`config.mk`:
```
export PLATFORM = sky130hd
export DESIGN_NAME = mstage_lsu
export DESIGN_NICKNAME = d
export VERILOG_FILES = /design/src/rtl/xstage_pkg.sv /design/src/rtl/load_align.sv /design/src/rtl/mstage_lsu.sv
export SDC_FILE = /design/constraint.sdc
export NUM_CORES = 1
export LEC_CHECK = 0
export ABC_AREA = 1
export CAP_MARGIN = 15
export CORE_MARGIN = 2
export CORE_UTILIZATION = 41
export CTS_CLUSTER_DIAMETER = 200
export CTS_CLUSTER_SIZE = 28
export DETAILED_ROUTE_END_ITERATION = 6
export GPL_TIMING_DRIVEN = 0
export PLACE_DENSITY = 0.86
export SETUP_SLACK_MARGIN = 0.5
export SYNTH_ARGS = -nofsm -noshare
export SYNTH_HDL_FRONTEND = slang
export SYNTH_HIERARCHICAL = 1
export SYNTH_SLANG_ARGS = --single-unit
export TNS_END_PERCENT = 10
```
`constraint.sdc`:
```
create_clock -name clk -period 1.6 [get_ports clk]
set_input_delay 0.16 -clock clk [delete_from_list [all_inputs] [get_ports clk]]
set_output_delay 0.16 -clock clk [all_outputs]
set_load 0.02 [all_outputs]
```
`src/rtl/xstage_pkg.sv`:
```
// Shared definitions for the X/M-stage pipeline: LSU state encoding and load type codes.
package xstage_pkg;

  typedef enum logic [1:0] {
    ST_IDLE = 2'd0,
    ST_REQ  = 2'd1,
    ST_WAIT = 2'd2,
    ST_OUT  = 2'd3
  } lsu_state_e;

  localparam logic [2:0] MRT_LB  = 3'd0;
  localparam logic [2:0] MRT_LH  = 3'd1;
  localparam logic [2:0] MRT_LW  = 3'd2;
  localparam logic [2:0] MRT_LBU = 3'd4;
  localparam logic [2:0] MRT_LHU = 3'd5;

endpackage

```
`src/rtl/load_align.sv`:
```
// Moves the addressed byte lane of a 64-bit read beat down to bit 0 and applies the
// sign/zero extension selected by the load type.
module load_align
  import xstage_pkg::*;
(
  input  logic [63:0] rdata,
  input  logic [2:0]  lane,
  input  logic [2:0]  rtype,
  output logic [31:0] data
);

  logic [63:0] shifted;

  assign shifted = rdata >> {lane, 3'b000};

  always_comb begin
    data = shifted[31:0];
    case (rtype)
      MRT_LB:  data = {{24{shifted[7]}}, shifted[7:0]};
      MRT_LH:  data = {{16{shifted[15]}}, shifted[15:0]};
      MRT_LBU: data = {24'b0, shifted[7:0]};
      MRT_LHU: data = {16'b0, shifted[15:0]};
      default: data = shifted[31:0];
    endcase
  end

endmodule

```
`src/rtl/mstage_lsu.sv`:
```
// M-stage load/store unit: captures one X-stage bundle, performs at most one memory
// access over a valid/ready request channel, and presents the writeback result.
module mstage_lsu
  import xstage_pkg::*;
(
  input  logic        clk,
  input  logic        rst,
  input  logic        s_valid,
  output logic        s_ready,
  input  logic [31:0] alu_res,
  input  logic [31:0] wdata,
  input  logic        mvalid,
  input  logic        mwen,
  input  logic [7:0]  mwmask,
  input  logic [2:0]  mrtype,
  input  logic [4:0]  rd,
  output logic        mem_req_valid,
  input  logic        mem_req_ready,
  output logic [31:0] mem_addr,
  output logic        mem_wen,
  output logic [7:0]  mem_wmask,
  output logic [63:0] mem_wdata,
  input  logic        mem_rsp_valid,
  input  logic [63:0] mem_rdata,
  output logic        m_valid,
  input  logic        m_ready,
  output logic [31:0] res_out,
  output logic [4:0]  rd_out
);

  lsu_state_e  state_q, state_d;
  logic [31:0] addr_q, addr_d;
  logic [31:0] wdata_q, wdata_d;
  logic        mwen_q, mwen_d;
  logic [7:0]  mwmask_q, mwmask_d;
  logic [2:0]  mrtype_q, mrtype_d;
  logic [4:0]  rd_q, rd_d;
  logic [31:0] res_q, res_d;
  logic [4:0]  rd_out_q, rd_out_d;

  logic [2:0]  lane;
  logic [31:0] load_data;
  logic [31:0] done_res;
  logic [4:0]  done_rd;

  always_ff @(posedge clk) begin
    if (rst) begin
      state_q  <= ST_IDLE;
      addr_q   <= '0;
      wdata_q  <= '0;
      mwen_q   <= 1'b0;
      mwmask_q <= '0;
      mrtype_q <= '0;
      rd_q     <= '0;
      res_q    <= '0;
      rd_out_q <= '0;
    end else begin
      state_q  <= state_d;
      addr_q   <= addr_d;
      wdata_q  <= wdata_d;
      mwen_q   <= mwen_d;
      mwmask_q <= mwmask_d;
      mrtype_q <= mrtype_d;
      rd_q     <= rd_d;
      res_q    <= res_d;
      rd_out_q <= rd_out_d;
    end
  end

  // Request fields come straight from captured state, so they hold through any stall.
  assign lane      = addr_q[2:0];
  assign mem_addr  = addr_q;
  assign mem_wen   = mwen_q;
  assign mem_wmask = mwmask_q << lane;
  assign mem_wdata = {32'b0, wdata_q} << {lane, 3'b000};

  load_align u_load_align (
    .rdata (mem_rdata),
    .lane  (lane),
    .rtype (mrtype_q),
    .data  (load_data)
  );

  // Stores retire with no register write.
  assign done_res = mwen_q ? 32'b0 : load_data;
  assign done_rd  = mwen_q ? 5'b0  : rd_q;

  always_comb begin
    state_d  = state_q;
    addr_d   = addr_q;
    wdata_d  = wdata_q;
    mwen_d   = mwen_q;
    mwmask_d = mwmask_q;
    mrtype_d = mrtype_q;
    rd_d     = rd_q;
    res_d    = res_q;
    rd_out_d = rd_out_q;
    case (state_q)
      ST_IDLE: begin
        if (s_valid) begin
          addr_d   = alu_res;
          wdata_d  = wdata;
          mwen_d   = mwen;
          mwmask_d = mwmask;
          mrtype_d = mrtype;
          rd_d     = rd;
          if (mvalid) begin
            state_d = ST_REQ;
          end else begin
            res_d    = alu_res;
            rd_out_d = rd;
            state_d  = ST_OUT;
          end
        end
      end
      ST_REQ: begin
        if (mem_req_ready) begin
          if (mem_rsp_valid) begin
            res_d    = done_res;
            rd_out_d = done_rd;
            state_d  = ST_OUT;
          end else begin
            state_d = ST_WAIT;
          end
        end
      end
      ST_WAIT: begin
        if (mem_rsp_valid) begin
          res_d    = done_res;
          rd_out_d = done_rd;
          state_d  = ST_OUT;
        end
      end
      ST_OUT: begin
        if (m_ready) state_d = ST_IDLE;
      end
      default: state_d = ST_IDLE;
    endcase
  end

  assign s_ready       = (state_q == ST_IDLE);
  assign mem_req_valid = (state_q == ST_REQ);
  assign m_valid       = (state_q == ST_OUT);
  assign res_out       = res_q;
  assign rd_out        = rd_out_q;

endmodule
```
# == Word level (Yosys, flattened, before mapping) ==
# Cells that the tools add are included.
# word_totals
ff_bits,120
output_inout_bits,145
# classes
reduce_logical,6
shift,3
muxes,20
eq_ne,11
# ops
cell,count
two-way mux 32 bit,5
one-hot mux 32 bit (4 select lines),1
one-hot mux 32 bit (3 select lines),1
<< shifter 32 x 6 -> 64 bit,1
>> shifter 64 x 6 -> 32 bit,1
two-way mux 5 bit,5
one-hot mux 5 bit (3 select lines),1
two-way mux 2 bit,5
one-hot mux 2 bit (4 select lines),1
AND reduction 4 bit,2
<< shifter 8 x 3 -> 8 bit,1
"equality test 3 bit, second input constant",2
"!= test 2 bit, second input constant",3
"equality test 2 bit, second input constant",2
"!= test 2 x 1 -> 1 bit, second input constant",2
"equality test 3 x 1 -> 1 bit, second input constant",1
zero test 3 bit,1
nonzero test 3 bit,1
"equality test 2 x 1 -> 1 bit, second input constant",1
zero test 2 bit,1
AND reduction 2 bit,1
two-way mux 1 bit,1

# == Longest topological paths before layout ==
# logic_depth
ltp_word,6
ltp_mapped,15
mapped_depth_nobuf,13

# == By module ==
# The synthesis kept the hierarchy.
# modules_own_cells
module,cells_each,n_inst,area_per_inst_um2,seq_area_each_um2
mstage_lsu,999,1,6168.4,2402.3
load_align,409,1,1888.1,0.0

# == Worst setup path after synthesis ==
# No wires, ideal clock.
# synth_timing
kind,flip-flop to flip-flop
start,register addr_q[0] (netlist: mem_addr[0])
end,register res_q[25] (netlist: res_out[25])
arrival_time_ps,1655
period_less_slack_ps,1768
setup_slack_ps,-168
path_buffers,2
setup_ps,113
stages_incl_launch_ff,14
t_required_ps,1487
cell_sequence,dfxtp_1 > inv_2 > buf_6 > nand2_1 > nand2_1 > a21oi_1 > nand2_1 > nand2_4 > buf_6 > nand3_1 > nand3_1 > o21ai_0 > nor2_1 > nor2_1
# synth_between
elab_chain_len,6
# synth_rtl
item,line,source
start: declaration,mstage_lsu.sv:32,"logic [31:0] addr_q, addr_d;"
start signal: assignment,mstage_lsu.sv:59,addr_q <= addr_d;
>> shifter 64 x 6 -> 32 bit *,load_align.sv:14,"assign shifted = rdata >> {lane, 3'b000};"
one-hot mux 32 bit (4 select lines) *,load_align.sv:18,case (rtype)
via load_data[25],mstage_lsu.sv:42,logic [31:0] load_data;
two-way mux 32 bit *,mstage_lsu.sv:85,assign done_res = mwen_q ? 32'b0 : load_data;
two-way mux 32 bit *,"mstage_lsu.sv:118, mstage_lsu.sv:128",
two-way mux 32 bit,mstage_lsu.sv:117,if (mem_req_ready) begin
one-hot mux 32 bit (3 select lines) *,mstage_lsu.sv:98,case (state_q)
end signal: assignment,mstage_lsu.sv:65,res_q <= res_d;
end: declaration,mstage_lsu.sv:38,"logic [31:0] res_q, res_d;"
# Mark *: on every way through the listed nets, which the timed path passes. The rest lies on a longest branch. The select of a mux whose other input is x is not followed.
# A chain may end at the register's enable or synchronous reset.

# == Worst setup path in the final report ==
# layout_timing
start,register addr_q[0] (netlist: mem_addr[0])
end,output mem_wdata[35]
# layout_between
elab_chain_len,1
# layout_rtl
item,line,source
<< shifter 32 x 6 -> 64 bit,mstage_lsu.sv:75,"assign mem_wdata = {32'b0, wdata_q} << {lane, 3'b000};"
end: declaration,mstage_lsu.sv:22,"output logic [63:0] mem_wdata,"
# No other way between the ends.

==> metrics.md <==
| Metric | Value |
|---|---|
| Commonest cells after routing, fill and taps aside | `nand2_1, nor2_1, clkdlybuf4s50_1` |
| Hold Path Class | `in2reg` |
| Number of global-route vias before repair | `around 11,000` |
| Chip height | `around 140 µm` |
| Root Buffer | `clkbuf_16` |
| Final GP Congestion | `a little over 1` |
| MaxCap Viol Count | `0` |
| Worst r2r path cells | `14` |
| WL/cell | `between 20 and 25 µm` |
| Filler cells | `approximately 1,400` |
| Sequential area share after synthesis | `29.8%` |
| RSZ-0062 raised after global routing | `true` |
| Hold_buf cts | `0` |
| Gr ovfl total | `0` |
| Skew final | `0.0105 ns` |
| Avg Synthesized Cell Area | `~5.7 µm²` |
| Share of layout cells above drive strength 1 | `a little under two fifths` |
| Clk sinks | `120` |
| Violated checks | `setup timing` |
| DRC | `0` |
| Port buffer count | `296` |
| Die area | `between 0.02 and 0.025 mm²` |
| Iteration-0 DRC Markers | `approximately 1,400` |
| Pre-CTS setup slack | `-0.759 ns` |
| First-pass GRT wire length | `56,400 µm` |
| Number of core rows | `slightly above 50` |
| Multi-input gate area | `around 0.0065 mm²` |
| CTS Buffer Depth | `2` |
| Max Slew Vio Count | `0` |
| CORE AREA | `a little under 0.02 mm²` |
| Yosys reg bits | `between 100 and 150` |
| Critical Setup Path Class | `reg2out` |
| I/O Pins | `between 200 and 300` |
| Worst-skew pair later-pin latency | `between 0.4 and 0.5 ns` |
| Critical Path AT | `1.87 ns` |
| Setup violators final | `~110` |
| PwrDens | `about 2100 mW/mm²` |
| Fmax | `slightly below 500 MHz` |
| Clk slew on worst S/H paths | `approximately 0.05 ns` |
| H-tree depth | `4` |
| DR vias/cell | `5.74` |
| Leakage | `around 6.7 nW` |
| Post-Syn Instances | `~1,400` |
| CTS buffer count | `17` |
| Antenna violations before repair | `2` |
| Total power | `0.0305 W` |
| Finished Core Util | `between 70% and 80%` |
| Layout area overhead | `81.0%` |
| Hold Crit Depth | `2` |
| Setup crit end kind | `output pin` |
| Antenna Nets Post-Route | `0` |
| Initial Utilization | `41.5%` |
| Drt pass-1 iters | `7` |
| Status | `finished with violations` |
| Synth unique cells | `25` |
| TritonCTS clock tree | `yes` |
| Final Cycle Share | `127%` |
| Synthesized Nets | `1,565` |
| GRT Overall Usage | `between 30% and 40%` |
| Final WS setup | `-0.434 ns` |
| HPWL after DPL | `28,100 µm` |
| VDD IR max | `~1.5 mV` |
| Worst Path Max Fanout | `7` |
| Crit start category | `flop` |
| Largest net degree at the start of global routing | `17` |
| Period minus WS final | `2.03 ns` |
| Commonest non-fill, non-tap cell in the layout | `nand2_1` |
| Mapped Area | `~0.0081 mm²` |
| CP required | `between 1 and 1.5 ns` |
| Routed WL | `between 40,000 and 50,000 µm` |
| Worst slew pin tran | `roughly 0.67 ns` |
| Vias | `between 10,000 and 15,000` |
| Register area | `0.00245 mm²` |
| Nets | `between 1,500 and 2,000` |
| Slew margin rel. | `roughly 55%` |
| Chip width | `about 140 µm` |
| Hold Vio Cnt, Final | `0` |
| Yosys Warn Count | `6` |
| Final hold slack | `0.325 ns` |
## cell families (layout without fill, tap and decap cells)
kind of cell    after synthesis  in the layout  share of synthesized area, %
other cells                   0              4                             0
fa+ha+maj                     5              5                         0.777
compound gates              183            183                          12.1
simple gates                916            916                          46.8
flops                       120            120                          29.8
buf+inv                     184            547                          10.5
## worst max-delay path: stages (launching register included)
cell and delay, ns:
dfxtp_4 0.35, buf_12 0.14, clkinv_8 0.05, buf_12 0.14, buf_12 0.14, nand2_8 0.06, o211ai_1 0.34, buf_4 0.22
## layout make-up
| cell class | instances | area share (%) |
|---|---|---|
| Multi-Input combinational cell | 1104 | 44.9 |
| Timing Repair Buffer | 332 | 21.4 |
| Sequential cell | 120 | 16.8 |
| Buffer | 101 | 8.12 |
| Clock buffer | 25 | 3.40 |
| Inverter | 83 | 2.47 |
| Tap cell | 265 | 2.27 |
| Clock inverter | 6 | 0.609 |
| Antenna cell | 4 | 0.0686 |
## Yosys cell counts (all sizes together)
cell type	n	area, µm²
nand2	451	1740
nor2	264	998
nand3	175	876
o21ai	138	691
dfxtp	120	2400
inv	82	308
buf	59	379
clkbuf	42	158
a21oi	18	90.1
o211ai	18	135
or2	16	100
and2	8	50.1
o22ai	8	50.1
ha	5	62.6
nor3	2	10.0
clkinv	1	3.75
o21a	1	7.51
## power by group
part	total (W)	switching, W	internal [W]
clock network	0.00386	0.00141	0.00245
registers	0.00529	0.00112	0.00417
logic	0.0214	0.0128	0.00862
total	0.0305	0.0153	0.0152
## what timing repair did
item	in CTS	in global routing
resized for setup	734	661
pin swaps	92	193
setup endpoints to repair	265	265
buffers inserted	11	14
gates cloned	3	8
## routing by layer
layer	up-vias	global-route usage, %	part of all wire, %
li1	5206	-	-
met1	5387	39.6	35
met2	853	61.4	47
met3	255	9.60	11
met4	0	21.1	7.3
met5	-	0	0
## registers in the layout (all words and copies together) (netlist names)
| name | count |
|---|---|
| rd_out | 5 |
| mem_wen | 1 |
| state_q | 2 |
| wdata_q | 32 |
| mwmask_q | 8 |
| mrtype_q | 3 |
| mem_addr | 32 |
| res_out | 32 |
| rd_q | 5 |
## worst paths after layout
| check | to | start | slack [ns] |
|---|---|---|---|
| max | mem_wdata[35] | mem_addr[0]$_SDFFE_PP0P_ | -0.43 |
| min | state_q[0]$_SDFFE_PP0P_ | rst | 0.32 |
| max reg2reg | res_out[28]$_SDFFE_PP0P_ | mem_addr[0]$_SDFFE_PP0P_ | -0.40 |
| min reg2reg | mem_addr[23]$_SDFFE_PP0P_ | mem_addr[23]$_SDFFE_PP0P_ | 0.47 |
## metrics by stage
step | instance area, µm² | TNS [ns] | std cells
after floorplan | 8170 | 0 | 1408
after detailed placement | 11500 | -63.49 | 1969
after global routing | 14600 | -36.11 | 2038
final | 14600 | -31.13 | 2040
after CTS | 13100 | -24.43 | 2014
after global placement | 11500 | -59.46 | 1969
No activity file was read; power rests on OpenSTA's default activity.
